File: src/rtl/uart_tx_fifo_if.sv
// Handshake bundle between a producer, the TX FIFO and the UART transmitter.
//   wr_en / wr_data         : producer write strobe and word
//   tx_ready                : transmitter can take a word this cycle
//   send_valid/data_bits_tx : head-of-queue word offered to the transmitter
// master = producer/transmitter side, slave = FIFO side.
interface uart_tx_fifo_if #(
  parameter int WORD_SIZE = 8
);
  logic                 wr_en;
  logic [WORD_SIZE-1:0] wr_data;
  logic                 tx_ready;
  logic                 send_valid;
  logic [WORD_SIZE-1:0] data_bits_tx;

  modport master (
    output wr_en,
    output wr_data,
    output tx_ready,
    input  send_valid,
    input  data_bits_tx
  );

  modport slave (
    input  wr_en,
    input  wr_data,
    input  tx_ready,
    output send_valid,
    output data_bits_tx
  );
endinterface

File: src/rtl/uart_tx_fifo.sv
// Circular byte buffer feeding the UART transmitter.
// Ports:
//   clk, rst      : rising-edge clock, synchronous active-high reset
//   bus (slave)   : write strobe/data in, send_valid/data_bits_tx out, tx_ready in
//   clr_overflow  : clears the sticky overflow flag
//   count         : stored words, 0..DEPTH
//   empty/full/almost_full : decoded from registered count
//   overflow      : sticky, set when a write is dropped because the FIFO is full
module uart_tx_fifo #(
  parameter int WORD_SIZE    = 8,
  parameter int DEPTH        = 16,
  parameter int AFULL_THRESH = 12
) (
  input  logic                     clk,
  input  logic                     rst,
  uart_tx_fifo_if.slave            bus,
  input  logic                     clr_overflow,
  output logic [$clog2(DEPTH):0]   count,
  output logic                     empty,
  output logic                     full,
  output logic                     almost_full,
  output logic                     overflow
);

  localparam int AW = $clog2(DEPTH);
  localparam int CW = AW + 1;
  localparam logic [CW-1:0] DEPTH_C = CW'(DEPTH);
  localparam logic [CW-1:0] AFULL_C = CW'(AFULL_THRESH);

  logic [WORD_SIZE-1:0] mem [DEPTH];
  logic [AW-1:0]        wr_ptr;
  logic [AW-1:0]        rd_ptr;
  logic                 push;
  logic                 pop;

  assign empty       = (count == '0);
  assign full        = (count == DEPTH_C);
  assign almost_full = (count >= AFULL_C);

  // A full FIFO drops the write even if a pop frees a slot this same cycle.
  assign push = bus.wr_en && !full;
  assign pop  = bus.send_valid && bus.tx_ready;

  assign bus.send_valid   = !empty;
  assign bus.data_bits_tx = bus.send_valid ? mem[rd_ptr] : '0;

  // Storage has no reset; pointers and count define what is valid.
  always_ff @(posedge clk) begin
    if (!rst && push) begin
      mem[wr_ptr] <= bus.wr_data;
    end
  end

  // DEPTH is a power of two, so pointer wrap is natural overflow.
  always_ff @(posedge clk) begin
    if (rst) begin
      wr_ptr   <= '0;
      rd_ptr   <= '0;
      count    <= '0;
      overflow <= 1'b0;
    end else begin
      if (push) wr_ptr <= wr_ptr + 1'b1;
      if (pop)  rd_ptr <= rd_ptr + 1'b1;

      case ({push, pop})
        2'b10:   count <= count + 1'b1;
        2'b01:   count <= count - 1'b1;
        default: count <= count;
      endcase

      // Set wins over clear when both happen together.
      if (bus.wr_en && full) overflow <= 1'b1;
      else if (clr_overflow) overflow <= 1'b0;
    end
  end

endmodule

File: src/flat_wrapper.sv
// flat-port wrapper written by rule: the top's interface ports become plain ports
module uart_tx_fifo_flat 
#(
  parameter int WORD_SIZE    = 8,
  parameter int DEPTH        = 16,
  parameter int AFULL_THRESH = 12
)
  (clk, rst, clr_overflow, count, empty, full, almost_full, overflow, bus_wr_en, bus_wr_data, bus_tx_ready, bus_send_valid, bus_data_bits_tx);
  uart_tx_fifo_if #(.WORD_SIZE(WORD_SIZE)) bus_i ();
  input  logic clk;
  input  logic rst;
  input  logic clr_overflow;
  output logic [$clog2(DEPTH):0] count;
  output logic empty;
  output logic full;
  output logic almost_full;
  output logic overflow;
  input wire logic [$bits(bus_i.wr_en)-1:0] bus_wr_en;
  input wire logic [$bits(bus_i.wr_data)-1:0] bus_wr_data;
  input wire logic [$bits(bus_i.tx_ready)-1:0] bus_tx_ready;
  output wire logic [$bits(bus_i.send_valid)-1:0] bus_send_valid;
  output wire logic [$bits(bus_i.data_bits_tx)-1:0] bus_data_bits_tx;
  assign bus_i.wr_en = bus_wr_en;
  assign bus_i.wr_data = bus_wr_data;
  assign bus_i.tx_ready = bus_tx_ready;
  assign bus_send_valid = bus_i.send_valid;
  assign bus_data_bits_tx = bus_i.data_bits_tx;
  uart_tx_fifo #(.WORD_SIZE(WORD_SIZE), .DEPTH(DEPTH), .AFULL_THRESH(AFULL_THRESH)) u_core (.clk(clk), .rst(rst), .bus(bus_i), .clr_overflow(clr_overflow), .count(count), .empty(empty), .full(full), .almost_full(almost_full), .overflow(overflow));
endmodule
File: config.mk
export PLATFORM = sky130hd
export DESIGN_NAME = uart_tx_fifo_flat
export DESIGN_NICKNAME = d
export VERILOG_FILES = /design/src/rtl/uart_tx_fifo_if.sv /design/src/rtl/uart_tx_fifo.sv /design/src/flat_wrapper.sv
export SDC_FILE = /design/constraint.sdc
export NUM_CORES = 1
export LEC_CHECK = 0
export ABC_CLOCK_PERIOD_IN_PS = 3000
export CAP_MARGIN = 15
export CORE_AREA = 2 2 91 128
export CTS_CLUSTER_DIAMETER = 200
export DETAILED_ROUTE_END_ITERATION = 6
export DIE_AREA = 0 0 93 130
export PLACE_DENSITY = 0.68
export REMOVE_ABC_BUFFERS = 1
export SYNTH_ARGS = -nofsm -noshare
export SYNTH_HDL_FRONTEND = slang
export SYNTH_SLANG_ARGS = --single-unit
File: constraint.sdc
create_clock -name clk -period 3 [get_ports clk]
set_input_delay 0.45 -clock clk [delete_from_list [all_inputs] [get_ports clk]]
set_output_delay 0.45 -clock clk [all_outputs]
set_load 0.05 [all_outputs]
* Yosys cells after proc, flatten, opt, wreduce, memory -nomap -nowiden
Memories as Yosys holds them, arrays and structs flattened. A register that Yosys moved wholly into a read port is not among the register bits.
Cells that the tools add are included.
** Storage, ports and cells
- Register bits :: 14
- RAM bits :: 128
- Input bits :: 13
- Output and inout bits :: 18
- Word-level logic and storage cells :: 31
- Memories :: 1
** Operators by class
- Add/subtract/negate cells :: 4
- Order comparisons :: 1
- Eq/ne operators :: 3
- Mux-type cells :: 8
- Reduce and logical (&&, ||, !) cells :: 10
** Memory list
- u_core.mem :: depth 16, width 8, read ports 1, clocked after Yosys merged registers in 1, wr ports 1, line uart_tx_fifo.sv:30 : logic [WORD_SIZE-1:0] mem [DEPTH];
** Operator list (count)
- one-hot mux 5 bit (2 select lines) :: 1
- adder 4 x 1 -> 4 bit, second input constant :: 2
- two-way mux 4 bit :: 2
- two-way mux 8 bit :: 1
- adder 5 x 1 -> 5 bit, second input constant :: 1
- equality test 5 bit, second input constant :: 1
- >= comparator 5 x 4 -> 1 bit, second input constant :: 1
- zero test 5 bit :: 1
- subtractor 5 x 1 -> 5 bit, second input constant :: 1
- logical AND 1 bit :: 4
- two-way mux 1 bit :: 4
- nonzero test 2 bit :: 2
- zero test 1 bit :: 3
- equality test 2 x 1 -> 1 bit, second input constant :: 1
- equality test 2 bit, second input constant :: 1

* Depth between registers and ports, before layout
Gate-level depths: netlist of the first run.
- Depth in word-level cells :: 6
- Mapped depth :: 12
- Depth with buffers taken out :: 11

* Worst setup path after synthesis of the first run
Ideal clock, no wire load.
- Path kind :: reg-to-reg
- From :: reg u_core.count[3]
- To :: reg u_core.count[3]
- Library setup time :: 0.121 ns
- Data arrival time :: 2.949 ns
- Required time :: 2.879 ns
- Setup slack :: -0.071 ns
- Cell stages (with the launch flop) :: 10
- Buffers on the path :: 1
- Period minus slack after synthesis :: 3.071 ns
- Cells stage by stage :: dfxtp_1 > clkbuf_1 > nor4_4 > a21oi_1 > ha_1 > or3b_2 > nor2_1 > a211oi_1 > o32a_1 > mux2_4
** Between the ends
- Word-level cells in the longest chain between the ends :: 5
- Elaborated cells on any way between the ends :: 12
- Those cells by class :: add/sub (2); eq/ne (3); mux (1); reduce/logical (6)
** RTL lines
- from (decl) :: line uart_tx_fifo.sv:18 : output logic [$clog2(DEPTH):0] count,
- from (signal assigned) :: line uart_tx_fifo.sv:66 : 2'b10: count <= count + 1'b1;
- from (signal assigned) :: line uart_tx_fifo.sv:67 : 2'b01: count <= count - 1'b1;
- from (signal assigned) :: line uart_tx_fifo.sv:68 : default: count <= count;
- equality test 5 bit or zero test 5 bit (tied branches) :: line uart_tx_fifo.sv:37, uart_tx_fifo.sv:36
- zero test 1 bit (on tied branches) :: line uart_tx_fifo.sv:41, uart_tx_fifo.sv:44
- logical AND 1 bit (on tied branches) :: line uart_tx_fifo.sv:41, uart_tx_fifo.sv:42
- equality test 2 x 1 -> 1 bit or equality test 2 bit (tied branches) :: line uart_tx_fifo.sv:65 : case ({push, pop})
- one-hot mux 5 bit (2 select lines) or nonzero test 2 bit (tied branches)
Parallel ways exist; a longest one is shown, timed or not.
A chain may end at the register's enable or synchronous reset.

* Worst setup path after layout of the first run
- From :: reg u_core.count[0]
- To :: out empty
** Between the ends
- Word-level cells in the longest chain between the ends :: 1
** RTL lines
- zero test 5 bit :: line uart_tx_fifo.sv:36 : assign empty = (count == '0);
- to (decl) :: line flat_wrapper.sv:14 : output logic empty;
Every way passes these cells.

==> results of run 1 <==
## power breakdown
part / internal [mW] / leakage [nW] / switching (mW)
logic: 0.972 / 0.773 / 1.34
clock network: 1.26 / 0.272 / 0.755
registers: 2.30 / 1.30 / 0.111
## per-stage QoR
stage	hold slack, ps	TNS (ps)	setup WS (ps)
after floorplan	485	-2560	-320
final	527	0	194
after CTS	535	0	33.5
after detailed placement	512	0	152
after global placement	514	0	191
after global routing	600	0	95.9
## layout make-up
type	count	area, µm²	share of cell area
multi-input combinational	144	1560	0.220
inverter	8	30.0	0.00424
timing repair buffer	58	541	0.0762
sequential	146	4210	0.593
tap	144	180	0.0254
clock buffer	22	464	0.0655
clock inverter	10	110	0.0155
## cell usage after synthesis (all sizes together)
cell / count
nor2: 36
nand3b: 2
edfxtp: 128
nand4: 3
or3: 3
xor2: 6
nor4: 2
o32a: 1
mux4: 40
nor2b: 2
ha: 7
a211oi: 2
and3: 2
dfxtp: 18
o41a: 1
nand2: 9
and2: 9
xnor2: 3
nor3: 2
clkbuf: 8
inv: 8
a21boi: 1
mux2: 1
buf: 7
o31a: 1
a2111oi: 1
or3b: 2
a21oi: 6
mux2i: 2
## logic make-up after synthesis
family                     count (synthesis)  synth area share
muxes                                     43             0.160
AOI/OAI and AO/OA                         13            0.0164
adders and majority gates                  7            0.0149
and+or+nand+nor                           72            0.0613
xor gates and xnor gates                   9            0.0135
DFF                                      146             0.717
buffers and inverters                     23            0.0169
## worst max-delay path, cell delays in order, from the launching register on
cell and delay, ps:
dfxtp_1 400, nor4_4 430, nand2_1 220, inv_1 90, clkdlybuf4s50_1 800
## flip-flops by register name, summed over array words and instances, names as in the netlist, named ones only
register         flops
u_core.count         5
u_core.wr_ptr        4
u_core.rd_ptr        4
u_core.overflow      1
u_core.mem         128
## metal layers
layer	vias to the layer above	wire (µm)	track usage
met5	-	0	0
met4	0	218	0.0960
met3	18	604	0.0439
met2	95	6240	0.350
met1	1531	4660	0.270
li1	1359	-	-
## final timing paths
check | to | from | cells past startpoint
worst max-delay path | empty | u_core.count[0]$_SDFFE_PP0P_ | 4
worst min-delay path | u_core.rd_ptr[3]$_SDFFE_PP0N_ | u_core.rd_ptr[3]$_SDFFE_PP0N_ | 2
worst max register to register | u_core.count[3]$_SDFFE_PP0P_ | u_core.count[0]$_SDFFE_PP0P_ | 9
worst min register to register | u_core.rd_ptr[3]$_SDFFE_PP0N_ | u_core.rd_ptr[3]$_SDFFE_PP0N_ | 2
## what timing repair did
item	4_1_cts	5_1_grt
gates resized for setup	1	1
setup endpoints to repair	5	2
gates cloned	0	1
buffers inserted	0	1
endpoints found under the hold margin	0	0
==> run_results.csv, run 1 <==
group,metric,value,unit
place,post-dp-hpwl,7170,µm
sta,fin_skew,5.78,ps
yosys,synth_cell_type_count,34,
place,placed_cell_area,0.00647,mm²
die,die_h,130,µm
clock_tree,cts_tree,"yes",
layout,layout_commonest_cell,"edfxtp_1",
place,dp_cells,498,
layout,final-instance-count-excl-fill,532,
worst_setup_path,required,2550,ps
die,die_w,93,µm
run_status,status,"finished clean",
global_routing,grt-ovfl-total,0,
sta,maxSlewHeadroom,0.547,
global_routing,grt_pass1_wl,17900,µm
worst_setup_path,critPathLaunchType,"flop",
layout,fill_cells,794,
clock_tree,htree_num_levels,4,
clock_tree,hold_buffers,0,
power_and_ir_drop,p_total,6.74,mW
layout,drive_above_1_share,0.289,
yosys,synth_seq_cells,146,
sta,fmax,0.356,GHz
place,gp_congestion,0.782,
place,io_buffers,30,
global_routing,grt_pass1_vias,3112,
power_and_ir_drop,vdd_drop_max,0.000811,V
yosys,synthesis.area,0.00586,mm²
clock_tree,cts_buffers,17,
layout,areaGrowthSynthToFinish,21.0,%
clock_tree,clkLatencyLatePin,410,ps
power_and_ir_drop,p_leak,2.35,nW
drt,vias,3003,
die,coreArea,0.0111,mm²
drt,ant_nets,0,
layout,layout_common_cells,"edfxtp_1 (128), mux4_2 (40), nor2_1 (36)",
worst_setup_path,cp_max_fo,7,
worst_setup_path,rrSetupSlack,320,ps
clock_tree,clkTransAtPathRegs,50,ps
yosys,yosysSeqAreaShare,0.717,
sta,drv_slew,0,
global_routing,grt_max_degree,33,
run,maxCapViolCount,0,
layout,diodes,0,
global_routing,grt_usage,0.211,
drt,routed_wl,11700,µm
sta,final_hold_viol_count,0,
drt,dr.pass1.iters,5,
sta,setup_viol,0,
yosys,postSynthCellCount,313,
sta,finalCritPeriodShare,0.935,
worst_setup_path,crit_type,"reg -> out",
layout,final_util,0.642,
sta,tightest_slew,679,ps
worst_setup_path,end_kind,"output pin",
die,io_pins,31,
clock_tree,cts_sinks,146,
clock_tree,ctsRootBufferMaster,"clkbuf_16",
die,initial_core_util,0.530,
sta,rsz0062_at_grt,"no",
drt,viasPerCell,5.64,
power_and_ir_drop,power_density,951,mW/mm²
hold_path,hold_class,"reg -> reg",
worst_setup_path,arrival,2360,ps
yosys,yosysTopAreaCell,"edfxtp_1",
drt,drc,0,
drt,drt-initial-drc-count,248,
sta,period_needed,2810,ps
yosys,yosysWarnings,0,
yosys,synth_top_area_frac,0.656,
yosys,synth_area_leaders,"edfxtp_1 (66%), mux4_2 (15%), dfxtp_1 (6.1%)",
layout,design_area,0.00709,mm²
die,die_area,0.0121,mm²
yosys,post_synth.cell_area_avg,18.7,µm²
clock_tree,cts_buffer_depth,2,
die,rows,46,
drt,wl_per_cell,22.0,µm
layout,nets,395,
global_routing,antenna_found_initial,0,
No activity file was read; power rests on OpenSTA's default activity.
==> inputs of run 2 (changes only) <==
--- a/config.mk
+++ b/config.mk
@@ -5,13 +5,14 @@
 export SDC_FILE = /design/constraint.sdc
 export NUM_CORES = 1
 export LEC_CHECK = 0
+export ABC_AREA = 1
 export ABC_CLOCK_PERIOD_IN_PS = 3000
 export CAP_MARGIN = 15
-export CORE_AREA = 2 2 91 128
+export CORE_AREA = 2 2 91 129
 export CTS_CLUSTER_DIAMETER = 200
 export DETAILED_ROUTE_END_ITERATION = 6
-export DIE_AREA = 0 0 93 130
-export PLACE_DENSITY = 0.68
+export DIE_AREA = 0 0 93 131
+export PLACE_DENSITY = 0.69
 export REMOVE_ABC_BUFFERS = 1
 export SYNTH_ARGS = -nofsm -noshare
 export SYNTH_HDL_FRONTEND = slang
==> run 2 against run 1 <==
Critical path depth grew 5. Flip-flop and latch count is the same. Fmax grew 5.0%. Clock power grew 2%. First-iteration DRC count grew 33%. Sequential power is essentially flat. Area after synthesis grew 1.6%. Largest cell class unchanged.
==> run_results.csv, run 2 <==
group,metric,value,unit
run_status,status,"finished clean",
drt,vias,4019,
die,coreArea,0.0111,mm²
yosys,synth_edf_count,128,
clock_tree,cts_buffer_depth,2,
sta,final_hold_viol_count,0,
drt,wl_per_cell,19.6,µm
place,dp_slack,606,ps
layout,layout_common_cells,"edfxtp_1 (128), nor2_1 (98), o21ai_0 (70)",
worst_setup_path,crit_type,"reg -> out",
drt,wl_met3,619,µm
global_routing,grt_max_degree,65,
drt,routed.top_layer,"met4",
sta,finalCritPeriodShare,0.891,
die,initial_core_util,0.539,
yosys,postSynthCellCount,490,
global_routing,antenna_found_initial,0,
yosys,synth_top_family_by_area,"compound AO/OA/AOI/OAI gates",
yosys,yosys.area_share.simple,0.110,
die,io_pins,31,
clock_tree,hold_buffers,0,
layout,reg_top3,"u_core.mem: 128 flops, u_core.count: 5 flops",
clock_tree,cts_resized,0,
layout,fill_cells,848,
worst_setup_path,critPathTopFamily,"buffers and inverters",
place,dp_cells,660,
worst_setup_path,arrival,2220,ps
worst_setup_path,slowest_delay,310,ps
place,post-dp-hpwl,8520,µm
drt,drc,0,
layout,regArea,0.00421,mm²
place,io_buffers,30,
yosys,yosysTopAreaCell,"edfxtp_1",
global_routing,grt-ovfl-total,0,
clock_tree,ctsRootBufferMaster,"clkbuf_16",
worst_setup_path,crit_chain,"inv_1 > buf_4 > o21ai_0 > o22ai_1 > nor2_1 > nor2_1 > o21ai_0 > a21oi_1 > buf_4",
yosys,synth_top_area_frac,0.646,
global_routing,grt_pass1_wl,20900,µm
yosys,synth-xor-area-share,0.00735,
die,die_h,131,µm
sta,rsz0062_at_grt,"no",
layout,final_util,0.640,
yosys,synth_compound_area_frac,0.125,
sta,maxSlewHeadroom,0.484,
drt,viasPerCell,5.81,
yosys,synthMuxAreaShare,0,
layout,largest_register,"u_core.mem",
drt,dr.pass1.iters,5,
sta,setup_ws,327,ps
drt,drt-initial-drc-count,330,
place,gp_congestion,0.897,
worst_setup_path,end_kind,"output pin",
layout,largest_reg_flops,128,
die,rows,46,
drt,ant_nets,0,
sta,setup_viol,0,
worst_setup_path,cp_max_fo,14,
sta,fin_skew,7.60,ps
yosys,post_synth.cell_area_avg,12.2,µm²
yosys,synth_area_leaders,"edfxtp_1 (65%), nor2_1 (6.2%), dfxtp_1 (6.1%)",
sta,whs,479,ps
clock_tree,cts_tree,"yes",
yosys,synth_commonest_cells,"edfxtp_1 (128), nor2_1 (98), o21ai_0 (70), nand3_1 (26), o221ai_1 (24)",
yosys,yosysWarnings,0,
yosys,synth_seq_cells,146,
worst_setup_path,required,2550,ps
sta,tightest_slew,773,ps
layout,drive_above_1_share,0.135,
sta,period_needed,2670,ps
yosys,synth_most_common_cell,"edfxtp_1",
layout,layout_commonest_cell,"edfxtp_1",
yosys,synthArstFlopShare,0,
worst_setup_path,path_buf_inv,3,
clock_tree,htree_num_levels,4,
layout,final-instance-count-excl-fill,692,
yosys,yosysSeqAreaShare,0.706,
power_and_ir_drop,vdd_drop_max,0.000953,V
yosys,synth_fa_ha_area_frac,0.0147,
layout,multiInputGateArea,0.00153,mm²
clock_tree,cts_setup_buffers,0,
clock_tree,cts_sinks,146,
drt,routed_wl,13600,µm
clock_tree,clkLatencyLatePin,410,ps
power_and_ir_drop,power_density,932,mW/mm²
drt,met1Wirelength,5360,µm
sta,drv_slew,0,
global_routing,grt_usage,0.233,
layout,nets,555,
global_routing,grt_pass1_vias,4027,
run,maxCapViolCount,0,
yosys,ys.flop_type,"edfxtp_1",
sta,fmax,0.374,GHz
clock_tree,clkTransAtPathRegs,60,ps
yosys,synth_cell_type_count,30,
die,die_w,93,µm
power_and_ir_drop,p_leak,2.45,nW
hold_path,hold_class,"reg -> reg",
layout,diodes,0,
die,die_area,0.0122,mm²
worst_setup_path,critical_path.slowest_cell,"dfxtp_1",
drt,met2_length,7180,µm
layout,areaGrowthSynthToFinish,18.8,%
worst_setup_path,critPathLaunchType,"flop",
clock_tree,cts_buffers,17,
yosys,synthesis.area,0.00595,mm²
## run 2: changes by cell type after synthesis, moves of 7 or more
cell	change
inv_1	+15
o21ai_1	+7
a21oi_1	+12
o21ai_0	+70
and2_1	-9
nand3_1	+26
o22ai_1	+8
o221ai_1	+24
buf_2	+8
nand2_1	+7
nor2_1	+62
mux4_2	-40
## run 2: routing by layer
metal	vias to the layer above	track usage
met2	145	0.420
met5	-	0
met1	1963	0.261
li1	1880	-
met3	31	0.0539
met4	0	0.112
## run 2: cell families after synthesis
group                      Yosys count
xor gates and xnor gates             5
and+or+nand+nor                    152
AOI/OAI and AO/OA                  128
buffers and inverters               52
DFF                                146
adders and majority gates            7
## run 2: layout make-up
cell class | instances | area share
clock inverters | 13 | 0.0212
flip-flops and latches | 146 | 0.594
well taps | 144 | 0.0255
multi-input cells | 292 | 0.216
repair buffers | 51 | 0.0654
inverters | 27 | 0.0149
clock buffers | 19 | 0.0626
## run 2: final timing paths
path | from | end | slack [ps] | cells past startpoint
max | flop | bus_data_bits_tx[2] | 330 | 9
min | u_core.overflow$_SDFFE_PP0P_ | u_core.overflow$_SDFFE_PP0P_ | 480 | 2
max reg2reg | u_core.count[0]$_SDFFE_PP0P_ | u_core.count[4]$_SDFFE_PP0P_ | 890 | 15
min reg2reg | u_core.overflow$_SDFFE_PP0P_ | u_core.overflow$_SDFFE_PP0P_ | 480 | 2
## run 2: worst min-delay path, cell delays in order, from the launching register on
cell	delay [ps]
dfxtp_1	310
nand2_1	60
a21oi_1	60
## run 2: power by group
| part | internal [mW] | switching [mW] | total, mW | leakage, nW |
|---|---|---|---|---|
| combinational | 0.641 | 1.50 | 2.14 | 0.872 |
| clock | 1.26 | 0.807 | 2.07 | 0.274 |
| sequential | 2.30 | 0.0921 | 2.39 | 1.30 |
## run 2: per-stage QoR
step	area, µm²	TNS, ps	total power, mW
global route	7080	0	6.89
CTS	7080	0	6.60
detailed placement	6480	0	4.54
global placement	6480	0	4.51
finish	7080	0	6.59
floorplan	5840	-3050	3.82
==> inputs of run 3 (changes only) <==
--- a/config.mk
+++ b/config.mk
@@ -12,6 +12,7 @@
 export CTS_CLUSTER_DIAMETER = 200
 export DETAILED_ROUTE_END_ITERATION = 6
 export DIE_AREA = 0 0 93 131
+export MAX_ROUTING_LAYER = met4
 export PLACE_DENSITY = 0.69
 export REMOVE_ABC_BUFFERS = 1
 export SYNTH_ARGS = -nofsm -noshare
==> run 3 against run 2 <==
Flip-flop and latch count is the same. Worst setup slack gained 15 ps. Register-to-register slack worse by 20 ps. Final cell count unchanged. Critical endpoint unchanged. Worst hold slack better by 5.3 ps. Critical path depth unchanged. Sequential share of layout area is the same. Die area did not move. Largest cell class unchanged. Count of clock-buffer cells in the layout did not move. Design area unchanged. Global-route usage rose by 0.73 points. Utilization did not move.
==> run_results.csv, run 3 (synthesis gave the netlist of run 2 again) <==
group,metric,value,unit
place,gp_congestion,0.912,
layout,nets,555,
sta,tightest_slew,773,ps
sta,drv_slew,0,
layout,drive_above_1_share,0.135,
layout,largest_reg_flops,128,
clock_tree,ctsRootBufferMaster,"clkbuf_16",
sta,rsz0062_at_grt,"no",
drt,drt-initial-drc-count,362,
die,die_h,131,µm
global_routing,antenna_found_initial,0,
drt,viasPerCell,5.84,
place,io_buffers,30,
sta,period_needed,2660,ps
clock_tree,cts_sinks,146,
drt,routed_wl,13500,µm
global_routing,grt_pass1_vias,4033,
clock_tree,clkLatencyLatePin,410,ps
layout,largest_register,"u_core.mem",
worst_setup_path,crit_type,"reg -> out",
clock_tree,cts_buffer_depth,2,
die,die_area,0.0122,mm²
die,coreArea,0.0111,mm²
global_routing,grt_pass1_wl,20900,µm
clock_tree,cts_resized,0,
worst_setup_path,required,2550,ps
drt,vias,4038,
place,placed_cell_area,0.00648,mm²
sta,fin_tns_setup,0,ps
layout,design_area,0.00708,mm²
global_routing,grt_usage,0.240,
layout,areaGrowthSynthToFinish,18.8,%
global_routing,grt_max_degree,65,
worst_setup_path,arrival,2210,ps
worst_setup_path,cp_max_fo,14,
drt,ant_nets,0,
clock_tree,cts_setup_buffers,0,
worst_setup_path,end_kind,"output pin",
layout,diodes,0,
sta,final_hold_viol_count,0,
power_and_ir_drop,power_density,930,mW/mm²
sta,finalCritPeriodShare,0.886,
drt,wl_per_cell,19.5,µm
drt,dr.pass1.iters,5,
power_and_ir_drop,vdd_drop_max,0.000947,V
clock_tree,cts_tree,"yes",
clock_tree,cts_buffers,17,
clock_tree,hold_buffers,0,
sta,maxSlewHeadroom,0.484,
drt,drc,0,
sta,whs,485,ps
layout,layout_commonest_cell,"edfxtp_1",
die,die_w,93,µm
sta,fin_skew,7.51,ps
global_routing,grt-ovfl-total,0,
run,maxCapViolCount,0,
place,post-dp-hpwl,8520,µm
die,io_pins,31,
hold_path,hold_class,"reg -> reg",
layout,reg_top3,"u_core.mem: 128 flops, u_core.count: 5 flops",
worst_setup_path,critPathLaunchType,"flop",
power_and_ir_drop,p_total,6.58,mW
sta,fmax,0.376,GHz
layout,layout_common_cells,"edfxtp_1 (128), nor2_1 (98), o21ai_0 (70)",
power_and_ir_drop,p_leak,2.45,nW
die,initial_core_util,0.539,
run_status,status,"finished clean",
clock_tree,clkTransAtPathRegs,60,ps
die,rows,46,
sta,setup_viol,0,
clock_tree,htree_num_levels,4,
==> run 3: stage by stage <==
stage,cells,setup slack [ps],utilization
after global routing,692,181,0.640
after detailed placement,660,606,0.587
after global placement,660,672,0.587
final,692,342,0.640
after floorplan,465,-418,-
after CTS,692,355,0.640
==> run 3: power breakdown <==
part | leakage [nW] | switching, mW | internal [mW]
sequential | 1.30 | 0.0925 | 2.30
combinational | 0.872 | 1.49 | 0.640
clock | 0.274 | 0.806 | 1.26
total | 2.45 | 2.39 | 4.20
==> run 3: metal layers <==
| layer | global-route usage | up-vias | share of wire |
|---|---|---|---|
| li1 | - | 1879 | - |
| met5 | - | - | 0 |
| met4 | 0.112 | 0 | 0.032 |
| met3 | 0.0505 | 35 | 0.045 |
| met1 | 0.263 | 1975 | 0.40 |
| met2 | 0.420 | 149 | 0.53 |
==> run 3: critical path, stage by stage, from the launching register on <==
cell	delay, ps
dfxtp_1	310
inv_1	260
buf_4	260
o21ai_0	100
o22ai_1	200
nor2_1	70
nor2_1	80
o21ai_0	110
a21oi_1	180
buf_4	220
==> run 3: final timing paths <==
check | startpoint | end | slack (ps) | depth (start not counted)
setup reg to reg | u_core.count[0]$_SDFFE_PP0P_ | u_core.count[4]$_SDFFE_PP0P_ | 870 | 12
hold reg to reg | u_core.overflow$_SDFFE_PP0P_ | u_core.overflow$_SDFFE_PP0P_ | 480 | 2
setup / recovery | flop | bus_data_bits_tx[2] | 340 | 9
hold / removal | u_core.overflow$_SDFFE_PP0P_ | u_core.overflow$_SDFFE_PP0P_ | 480 | 2
==> run 3: area by class of cell <==
type                    count  area (µm²)
fillers                   848        3970
inverters                  27         105
well taps                 144         180
multi-input cells         292        1530
flip-flops and latches    146        4210
clock buffers              19         443
clock inverters            13         150
repair buffers             51         463
